File: src/rtl/pipe_control_unit.sv
// rtl/pipe_control_unit.sv - MIPS 5-stage control: decode, ID/EX/MEM/WB bundles, load-use/multiply/flush stalls
// Optional feature macro: ILLEGAL_OP_TRAP_EN (adds registered ex_illegal flag)
module pipe_control_unit #(
  parameter int ALUOP_W = 5,
  parameter int MUL_LAT = 4,
  localparam int CTRL_W = 14 + ALUOP_W
) (
  input  logic              Clk,
  input  logic              Reset,
  input  logic [31:0]       id_instr,
  input  logic              id_valid,
  input  logic              ex_flush,
  input  logic              mem_stall,
`ifdef ILLEGAL_OP_TRAP_EN
  output logic              ex_illegal,
`endif
  output logic              stall_id,
  output logic [CTRL_W-1:0] ex_ctrl,
  output logic [4:0]        ex_wreg,
  output logic [CTRL_W-1:0] mem_ctrl,
  output logic [CTRL_W-1:0] wb_ctrl
);

  localparam int CNT_W = (MUL_LAT > 1) ? $clog2(MUL_LAT) : 1;
  localparam int B_MR  = 4;
  localparam int B_MUL = 11 + ALUOP_W;
  localparam int B_JAL = 13 + ALUOP_W;

  logic [CTRL_W-1:0] r_ex_ctrl, r_mem_ctrl, r_wb_ctrl;
  logic [4:0]        r_ex_wreg;
  logic [CNT_W-1:0]  r_mul_cnt;
  logic              r_ex_illegal;

  logic [5:0]         w_op, w_funct;
  logic [4:0]         w_rs, w_rt, w_rd;
  logic               w_dst, w_src, w_m2r, w_rw, w_mr, w_mw, w_mul, w_ze, w_jal, w_legal;
  logic [ALUOP_W-1:0] w_alu;
  logic [2:0]         w_bj;
  logic [1:0]         w_mdt;
  logic [CTRL_W-1:0]  w_dec;
  logic [4:0]         w_dec_wreg;
  logic               w_illegal, w_mul_busy, w_rt_used, w_load_use;
  logic               w_unused;

  assign w_op     = id_instr[31:26];
  assign w_rs     = id_instr[25:21];
  assign w_rt     = id_instr[20:16];
  assign w_rd     = id_instr[15:11];
  assign w_funct  = id_instr[5:0];
  assign w_unused = ^id_instr[10:6];

  always_comb begin
    w_dst   = 1'b0;
    w_src   = 1'b0;
    w_m2r   = 1'b0;
    w_rw    = 1'b0;
    w_mr    = 1'b0;
    w_mw    = 1'b0;
    w_mul   = 1'b0;
    w_ze    = 1'b0;
    w_jal   = 1'b0;
    w_alu   = '0;
    w_bj    = 3'b000;
    w_mdt   = 2'b00;
    w_legal = 1'b1;
    case (w_op)
      6'h00: begin w_m2r = 1'b1; w_rw = 1'b1; w_mul = (w_funct == 6'h18) || (w_funct == 6'h19); end
      6'h1C: begin w_m2r = 1'b1; w_rw = 1'b1; w_mul = 1'b1; w_alu = ALUOP_W'(5'b01000); end
      6'h1F: begin w_m2r = 1'b1; w_rw = 1'b1; w_alu = ALUOP_W'(5'b01001); end
      6'h08, 6'h09, 6'h0A, 6'h0B, 6'h0C, 6'h0D, 6'h0E, 6'h0F: begin
        w_dst = 1'b1; w_src = 1'b1; w_m2r = 1'b1; w_rw = 1'b1;
        case (w_op[2:0])
          3'h0:    w_alu = ALUOP_W'(5'b00010);
          3'h1:    begin w_ze = 1'b1; w_alu = ALUOP_W'(5'b00111); end
          3'h2:    w_alu = ALUOP_W'(5'b00101);
          3'h3:    begin w_ze = 1'b1; w_alu = ALUOP_W'(5'b01011); end
          3'h4:    begin w_ze = 1'b1; w_alu = ALUOP_W'(5'b00001); end
          3'h5:    begin w_ze = 1'b1; w_alu = ALUOP_W'(5'b00011); end
          3'h6:    begin w_ze = 1'b1; w_alu = ALUOP_W'(5'b00100); end
          default: begin w_ze = 1'b1; w_alu = ALUOP_W'(5'b01010); end
        endcase
      end
      // Width code from opcode low bits: x11 word, x01 half, x00 byte
      6'h23, 6'h21, 6'h20: begin
        w_dst = 1'b1; w_src = 1'b1; w_rw = 1'b1; w_mr = 1'b1;
        w_alu = ALUOP_W'(5'b00010);
        w_mdt = w_op[1] ? 2'b10 : {1'b0, w_op[0]};
      end
      6'h2B, 6'h29, 6'h28: begin
        w_src = 1'b1; w_mw = 1'b1;
        w_alu = ALUOP_W'(5'b00010);
        w_mdt = w_op[1] ? 2'b10 : {1'b0, w_op[0]};
      end
      6'h04: begin w_bj = 3'b001; w_alu = ALUOP_W'(5'b00001); end
      6'h05: begin w_bj = 3'b010; w_alu = ALUOP_W'(5'b00001); end
      6'h01: w_bj = 3'b100;
      6'h07: w_bj = 3'b101;
      6'h06: w_bj = 3'b110;
      6'h02: w_bj = 3'b011;
      6'h03: begin w_bj = 3'b011; w_rw = 1'b1; w_jal = 1'b1; w_alu = ALUOP_W'(5'b10000); end
      default: w_legal = 1'b0;
    endcase
  end

  assign w_dec      = {w_jal, w_ze, w_mul, w_mdt, w_bj, w_alu, w_mw, w_mr, w_rw, w_m2r, w_src, w_dst}
                      & {CTRL_W{id_valid}};
  assign w_dec_wreg = !id_valid ? 5'd0 : w_jal ? 5'd31 : w_dst ? w_rt : w_rd;
  assign w_illegal  = id_valid & ~w_legal;

  assign w_mul_busy = (r_mul_cnt != '0);
  assign w_rt_used  = (w_op == 6'h00) || (w_op == 6'h1C) || (w_op == 6'h1F) || (w_op == 6'h04) ||
                      (w_op == 6'h05) || (w_op == 6'h2B) || (w_op == 6'h29) || (w_op == 6'h28);
  assign w_load_use = r_ex_ctrl[B_MR] && (r_ex_wreg != 5'd0) &&
                      ((r_ex_wreg == w_rs) || ((r_ex_wreg == w_rt) && w_rt_used));

  always_comb begin
    stall_id = 1'b0;
    if (Reset)           stall_id = 1'b0;
    else if (mem_stall)  stall_id = 1'b1;
    else if (w_mul_busy) stall_id = 1'b1;
    else if (ex_flush)   stall_id = 1'b0;
    else if (w_load_use) stall_id = 1'b1;
  end

  always_ff @(posedge Clk) begin
    if (Reset) begin
      r_ex_ctrl    <= '0;
      r_mem_ctrl   <= '0;
      r_wb_ctrl    <= '0;
      r_ex_wreg    <= 5'd0;
      r_mul_cnt    <= '0;
      r_ex_illegal <= 1'b0;
    end else if (!mem_stall) begin
      r_wb_ctrl <= r_mem_ctrl;
      if (w_mul_busy) begin
        r_mem_ctrl <= '0;
        r_mul_cnt  <= r_mul_cnt - CNT_W'(1);
      end else if (ex_flush || w_load_use) begin
        r_mem_ctrl   <= r_ex_ctrl;
        r_ex_ctrl    <= '0;
        r_ex_wreg    <= 5'd0;
        r_ex_illegal <= 1'b0;
      end else begin
        r_mem_ctrl   <= r_ex_ctrl;
        r_ex_ctrl    <= w_dec;
        r_ex_wreg    <= w_dec_wreg;
        r_ex_illegal <= w_illegal;
        r_mul_cnt    <= w_dec[B_MUL] ? CNT_W'(MUL_LAT - 1) : '0;
      end
    end
  end

  assign ex_ctrl  = r_ex_ctrl;
  assign mem_ctrl = r_mem_ctrl;
  assign wb_ctrl  = r_wb_ctrl;
  assign ex_wreg  = r_ex_wreg;
`ifdef ILLEGAL_OP_TRAP_EN
  assign ex_illegal = r_ex_illegal;
`else
  logic w_unused_illegal;
  assign w_unused_illegal = r_ex_illegal ^ r_ex_ctrl[B_JAL];
`endif

endmodule

File: config.mk
export PLATFORM = sky130hd
export DESIGN_NAME = pipe_control_unit
export DESIGN_NICKNAME = d
export VERILOG_FILES = /design/src/rtl/pipe_control_unit.sv
export SDC_FILE = /design/constraint.sdc
export NUM_CORES = 1
export LEC_CHECK = 0
export BUFFER_PORTS_ARGS = -buffer_cell sky130_fd_sc_hd__clkbuf_2
export CAP_MARGIN = 20
export CORE_MARGIN = 10
export CORE_UTILIZATION = 40
export DETAILED_ROUTE_END_ITERATION = 10
export PLACE_DENSITY = 0.69
export SLEW_MARGIN = 20
export SYNTH_ARGS = -nofsm -noshare
export SYNTH_HDL_FRONTEND = slang
export SYNTH_SLANG_ARGS = --single-unit
File: constraint.sdc
create_clock -name Clk -period 1.79 [get_ports Clk]
set_clock_uncertainty 0.05 [all_clocks]
set_input_delay 0.2685 -clock Clk [delete_from_list [all_inputs] [get_ports Clk]]
set_output_delay 0.2685 -clock Clk [all_outputs]
set_load 0.01 [all_outputs]
# After elaboration in Yosys (flattened, before gate mapping)
# Index checks and enable logic that the tools add are counted.
dict set report classes {
  addsub 1
  muxes 29
  reduce_logical 30
  n_eq_ne 34
  n_bitwise 3
}
# operator n
set ops {}
lappend ops {{$eq A6 B4 Y1 const B} 8}
lappend ops {{$mux W19} 2}
lappend ops {{$eq A6 B6 Y1 const B} 6}
lappend ops {{$pmux W5 S6} 1}
lappend ops {{$pmux W4 S7} 1}
lappend ops {{$eq A6 B3 Y1 const B} 4}
lappend ops {{$eq A6 B5 Y1 const B} 4}
lappend ops {{$reduce_or A11 Y1} 2}
lappend ops {{$mux W5} 4}
lappend ops {{$and A19 B19 Y19} 1}
lappend ops {{$pmux W3 S6} 1}
lappend ops {{$reduce_or A15 Y1} 1}
lappend ops {{$mux W1} 14}
lappend ops {{$reduce_or A14 Y1} 1}
lappend ops {{$eq A6 B2 Y1 const B} 2}
lappend ops {{$eq A5 B5 Y1} 2}
lappend ops {{$logic_or A1 B1 Y1} 10}
lappend ops {{$mux W2} 5}
lappend ops {{$eq A3 B3 Y1 const B} 3}
lappend ops {{$reduce_or A8 Y1} 1}
lappend ops {{$eq A3 B2 Y1 const B} 2}
lappend ops {{$eq A6 B1 Y1 const B} 1}
lappend ops {{$logic_not A6 Y1} 1}
lappend ops {{$reduce_or A2 Y1} 3}
lappend ops {{other kinds (12)} 17}
dict set report totals {
  register_bits 64
  inputBits 37
  out_inout_bits 63
  wordCells 102
}

# Longest topological paths before layout
dict set report logic_depth {
  word_depth 16
  ltp_mapped 7
  mapped_depth_nobuf 5
}

# Worst setup path after synthesis
# Ideal clock, no wire load.
dict set report synth_path {
  path_type {reg-to-output}
  from {register r_ex_wreg[4], in the netlist ex_wreg[4]}
  to {output port stall_id}
  n_path_buf 1
  stages_incl_launch_ff 7
  t_arrival_ps 1670
  required_time_ps 1471
  path_slack_ps -198
  path_cell_list {dfxtp_1 -> or4_1 -> o21ai_1 -> or4_1 -> o21ai_4 -> buf_6 -> a21o_1}
}
dict set report synth_between {
  elab_chain_len 9
  word_cells_on_any_way 12
  cone_classes {2 x eq/ne; 5 x mux; 5 x reduce/logical}
}
# item line
set synth_lines {}
lappend synth_lines {{start, declared} 30} ;# logic [4:0] r_ex_wreg;
lappend synth_lines {{start signal, assigned} 146} ;# r_ex_wreg <= w_dec_wreg;
lappend synth_lines {{$eq A5 B5 Y1} 114} ;# ((r_ex_wreg == w_rs) || ((r_ex_wreg == w_rt) && w_rt_used));
lappend synth_lines {{$logic_and A1 B1 Y1} 114}
lappend synth_lines {{$logic_or A1 B1 Y1} 114}
lappend synth_lines {{$logic_and A1 B1 Y1 *} 113} ;# assign w_load_use = r_ex_ctrl[B_MR] && (r_ex_wreg != 5'd0) &&
lappend synth_lines {{$mux W1 *} 122} ;# else if (w_load_use) stall_id = 1'b1;
lappend synth_lines {{$mux W1 *} 121} ;# else if (ex_flush) stall_id = 1'b0;
lappend synth_lines {{$mux W1 *} 120} ;# else if (w_mul_busy) stall_id = 1'b1;
lappend synth_lines {{$mux W1 *} 119} ;# else if (mem_stall) stall_id = 1'b1;
lappend synth_lines {{$mux W1 *} 118} ;# if (Reset) stall_id = 1'b0;
lappend synth_lines {{end, declared} 17} ;# output logic stall_id,
# Every way passes the cells marked *; elsewhere a longest branch is shown, timed or not.

# Worst setup path after layout
dict set report layout_path {
  from {register r_ex_wreg[1], in the netlist ex_wreg[1]}
  to {output port stall_id}
}
# The elaborated chain is that of the path after synthesis.

==> flow_metrics.py <==
metrics = {
    "timing": {
        "final_max_slew_viol_count": 0,
        "grt_setup_unrepaired": "yes",
        "worst_slew_margin_relative_to_its_limit_pct": 67.1,
        "post-route-worst-setup-slack_ns": -0.419,
        "final-hold-violation-count": 0,
        "final_min_period_over_clock_period_pct": 123,
        "timing.final.crit_period_ns": 2.21,
        "fmax_mhz": 453,
        "worst_hold_slack_ns": 0.191,
        "worstMarginPinSlew_ns": 0.493,
        "finalSetupViolations": 26,
    },
    "global_routing": {
        "globalRouteOverflowTotal": 0,
        "grt_first_pass_wirelength_mm": 12.3,
        "via_count_of_the_first_global_routing_pass": 2555,
        "grtUsageTotal_pct": 14.5,
        "maximum_number_of_pins_on_one_net_before_global_route_repair": 39,
        "antenna_found_initial": 0,
    },
    "synthesis": {
        "synth_ff_type": "dfxtp_1",
        "postSynthCellCount": 323,
        "post_synth_net_total": 360,
        "synthesis.area_um2": 2790,
        "ys.warnings.count": 0,
        "synthArstFlopShare_pct": 0,
        "post-synth-top-area-fraction_pct": 43.8,
        "synth_cell_type_count": 45,
        "synth_edf_count": 0,
        "netlist_top_cells_area": "dfxtp_1, mux2i_1, nor2_1",
        "yosys.area.top_type": "dfxtp_1",
        "postSynthAreaPerCell_um2": 8.62,
        "seq_area_frac_synth_pct": 43.8,
        "synth-seq-cells": 61,
    },
    "critical_path": {
        "critPathKind": "reg2out",
        "critical_path.reg2reg.startpoint": "ex_wreg[1]",
        "startpoint_type": "flip-flop",
        "timing.reg2reg.setup_slack_ns": -0.26,
        "cp-end-kind": "primary output",
        "critPathArrivalTime_ns": 1.89,
        "worst-r2r-cell-count": 8,
        "cp_data_required_time_ns": 1.47,
        "timing.critical_path.fanout_max": 4,
        "capturing_point_of_the_worst_reg2reg_path": "r_mul_cnt[0]",
    },
    "die": {
        "std_cell_rows": 30,
        "core-area_um2": 6790,
        "dieWidth_um": 103,
        "design.portCount": 100,
        "initial_core_utilization_pct": 41.0,
        "die_h_um": 103,
        "die-area_um2": 10700,
    },
    "power_and_ir_drop": {
        "worst_ir_drop_vdd_mv": 0.317,
        "powerDensity_nw_per_um2": 720,
        "leakage_power_nw": 1.72,
    },
    "cells_and_area": {
        "most_common_library_cell_in_the_layout_ignoring_fill_and_taps": "clkbuf_2",
        "nNetsFinal": 471,
        "insertedDiodeCount": 0,
        "final_cell_mix": "clkbuf_2, dfxtp_1, nor2_1",
        "layout-area-overhead-vs-synth_pct": 39.7,
        "post_route_cells_drive_above_1_share_pct": 41.2,
    },
    "run_status": {
        "status": "finished, violations left",
        "violated_checks": "setup timing",
    },
    "cts": {
        "worst_setup_hold_path_clk_slew_ns": 0.07,
        "cts_inserted_buffers": 9,
        "cts.htree.levels": 3,
        "max-clock-path-buffers": 2,
        "ctsRootBufferMaster": "clkbuf_8",
        "cts_tree": "built",
        "clkLatencyLatePin_ns": 0.34,
        "cts_sinks": 61,
    },
    "place": {
        "dpl.hpwl_mm": 5.85,
        "port-buffer-count": 93,
        "dp_worst_setup_slack_ns": -0.0744,
        "place.gp.congestion": 0.877,
    },
    "detailed_routing": {
        "drt-total-wl_mm": 7.98,
        "ant_nets": 0,
        "detailedRoute.firstIterationViolations": 146,
        "vias_per_instance": 5.02,
        "drcViolationCount": 0,
        "detailroute.via_count": 2685,
        "detail_route.wl_per_cell_um": 14.9,
        "number_of_detailed_routing_iterations_run_before_antenna_repair": 4,
    },
    "worst_hold_path": {
        "startpoint_of_the_worst_hold_path": "id_valid",
        "min-delay-path-class": "in2reg",
        "hold_depth": 3,
        "hold-path-endpoint": "r_mul_cnt[0]",
    },
    "run": {
        "maxCapViolations": 0,
    },
}
[critical path, cell delays in order (launching register included)]
cell     delay, ns
dfxtp_4       0.36
or4_4         0.54
o21ai_4       0.15
or4_4         0.15
o21ai_4       0.06
a21o_1        0.16
buf_2         0.14
[repair_timing]
action                     4_1_cts  5_1_grt
buffers inserted                 3        5
gates cloned                     1        0
hold buffers                     0        0
setup endpoints to repair       25       26
pin swaps                        8        7
resized for setup               12       19
[layout make-up]
| type | instances | area [um2] |
|---|---|---|
| multi-input cells | 231 | 1550 |
| clock inverters | 3 | 17.5 |
| fillers | 608 | 2900 |
| flip-flops and latches | 61 | 1240 |
| clock buffers | 13 | 170 |
| inverters | 2 | 7.51 |
| repair buffers | 129 | 785 |
| well taps | 96 | 120 |
[power breakdown]
part | leakage [nW] | total (mW) | switching [mW] | internal (mW)
clock network | 0.0946 | 1.14 | 0.522 | 0.621
registers | 0.495 | 1.37 | 0.00895 | 1.36
logic | 1.13 | 0.290 | 0.163 | 0.127
[sequential cells by signal, indices dropped and copies added, names as in the netlist]
signal,cells
ex_wreg,5
ex_ctrl,18
mem_ctrl,18
wb_ctrl,18
r_mul_cnt,2
[per-stage QoR]
stage | power (mW) | instance area, um2 | cells | util [%] | setup TNS, ns
after detailed placement | 1.68 | 3470 | 511 | 51.1 | -0.674
after floorplan | 1.57 | 2800 | 323 | - | -0.110
after global placement | 1.67 | 3470 | 511 | 51.1 | -0.249
final | 2.80 | 3890 | 535 | 57.3 | -4.69
after CTS | 2.82 | 3770 | 531 | 55.4 | -4.22
after global routing | 2.90 | 3890 | 535 | 57.3 | -5.94
[cell usage after synthesis (all sizes together) (2+ instances only)]
library cell / number
a211oi: 6
a21oi: 8
a22oi: 18
and2: 3
and3: 3
buf: 17
clkbuf: 12
dfxtp: 61
inv: 2
mux2i: 18
nand2: 32
nand2b: 3
nand3: 8
nand4: 2
nor2: 48
nor2b: 6
nor3: 6
nor3b: 5
o211ai: 3
o21ai: 22
o31ai: 10
or3: 2
or4: 4
xnor2: 8
xor2: 4
[cells by family after synthesis]
group,share of synthesized area [%]
multiplexers,6.47
AO/OA/AOI/OAI,18.9
XOR/XNOR,3.77
AND/OR/NAND/NOR,21.6
flip-flops,43.8
buffers and inverters,5.44
[per-layer routing]
| layer | up-vias | part of all wire [%] | wire length, um | global-route usage, % |
|---|---|---|---|---|
| met5 | - | 0 | 0 | 0 |
| met4 | 0 | 1.4 | 114 | 6.42 |
| met3 | 10 | 6.9 | 548 | 3.92 |
| met2 | 73 | 48 | 3810 | 23.1 |
| met1 | 1238 | 44 | 3510 | 17.9 |
| li1 | 1364 | - | - | - |
[worst max path at each step]
stage	slack [ns]	depth (start not counted)	startpoint	to
after floorplan	-0.11	5	ex_wreg[3]	stall_id
after global placement	-0.06	6	ex_wreg[4]	stall_id
after detailed placement	-0.07	6	ex_wreg[4]	stall_id
after CTS	-0.42	6	ex_wreg[1]	stall_id
after global routing	-0.46	6	ex_wreg[1]	stall_id
final	-0.42	6	ex_wreg[1]	stall_id
(Power assumes the default switching activity.)
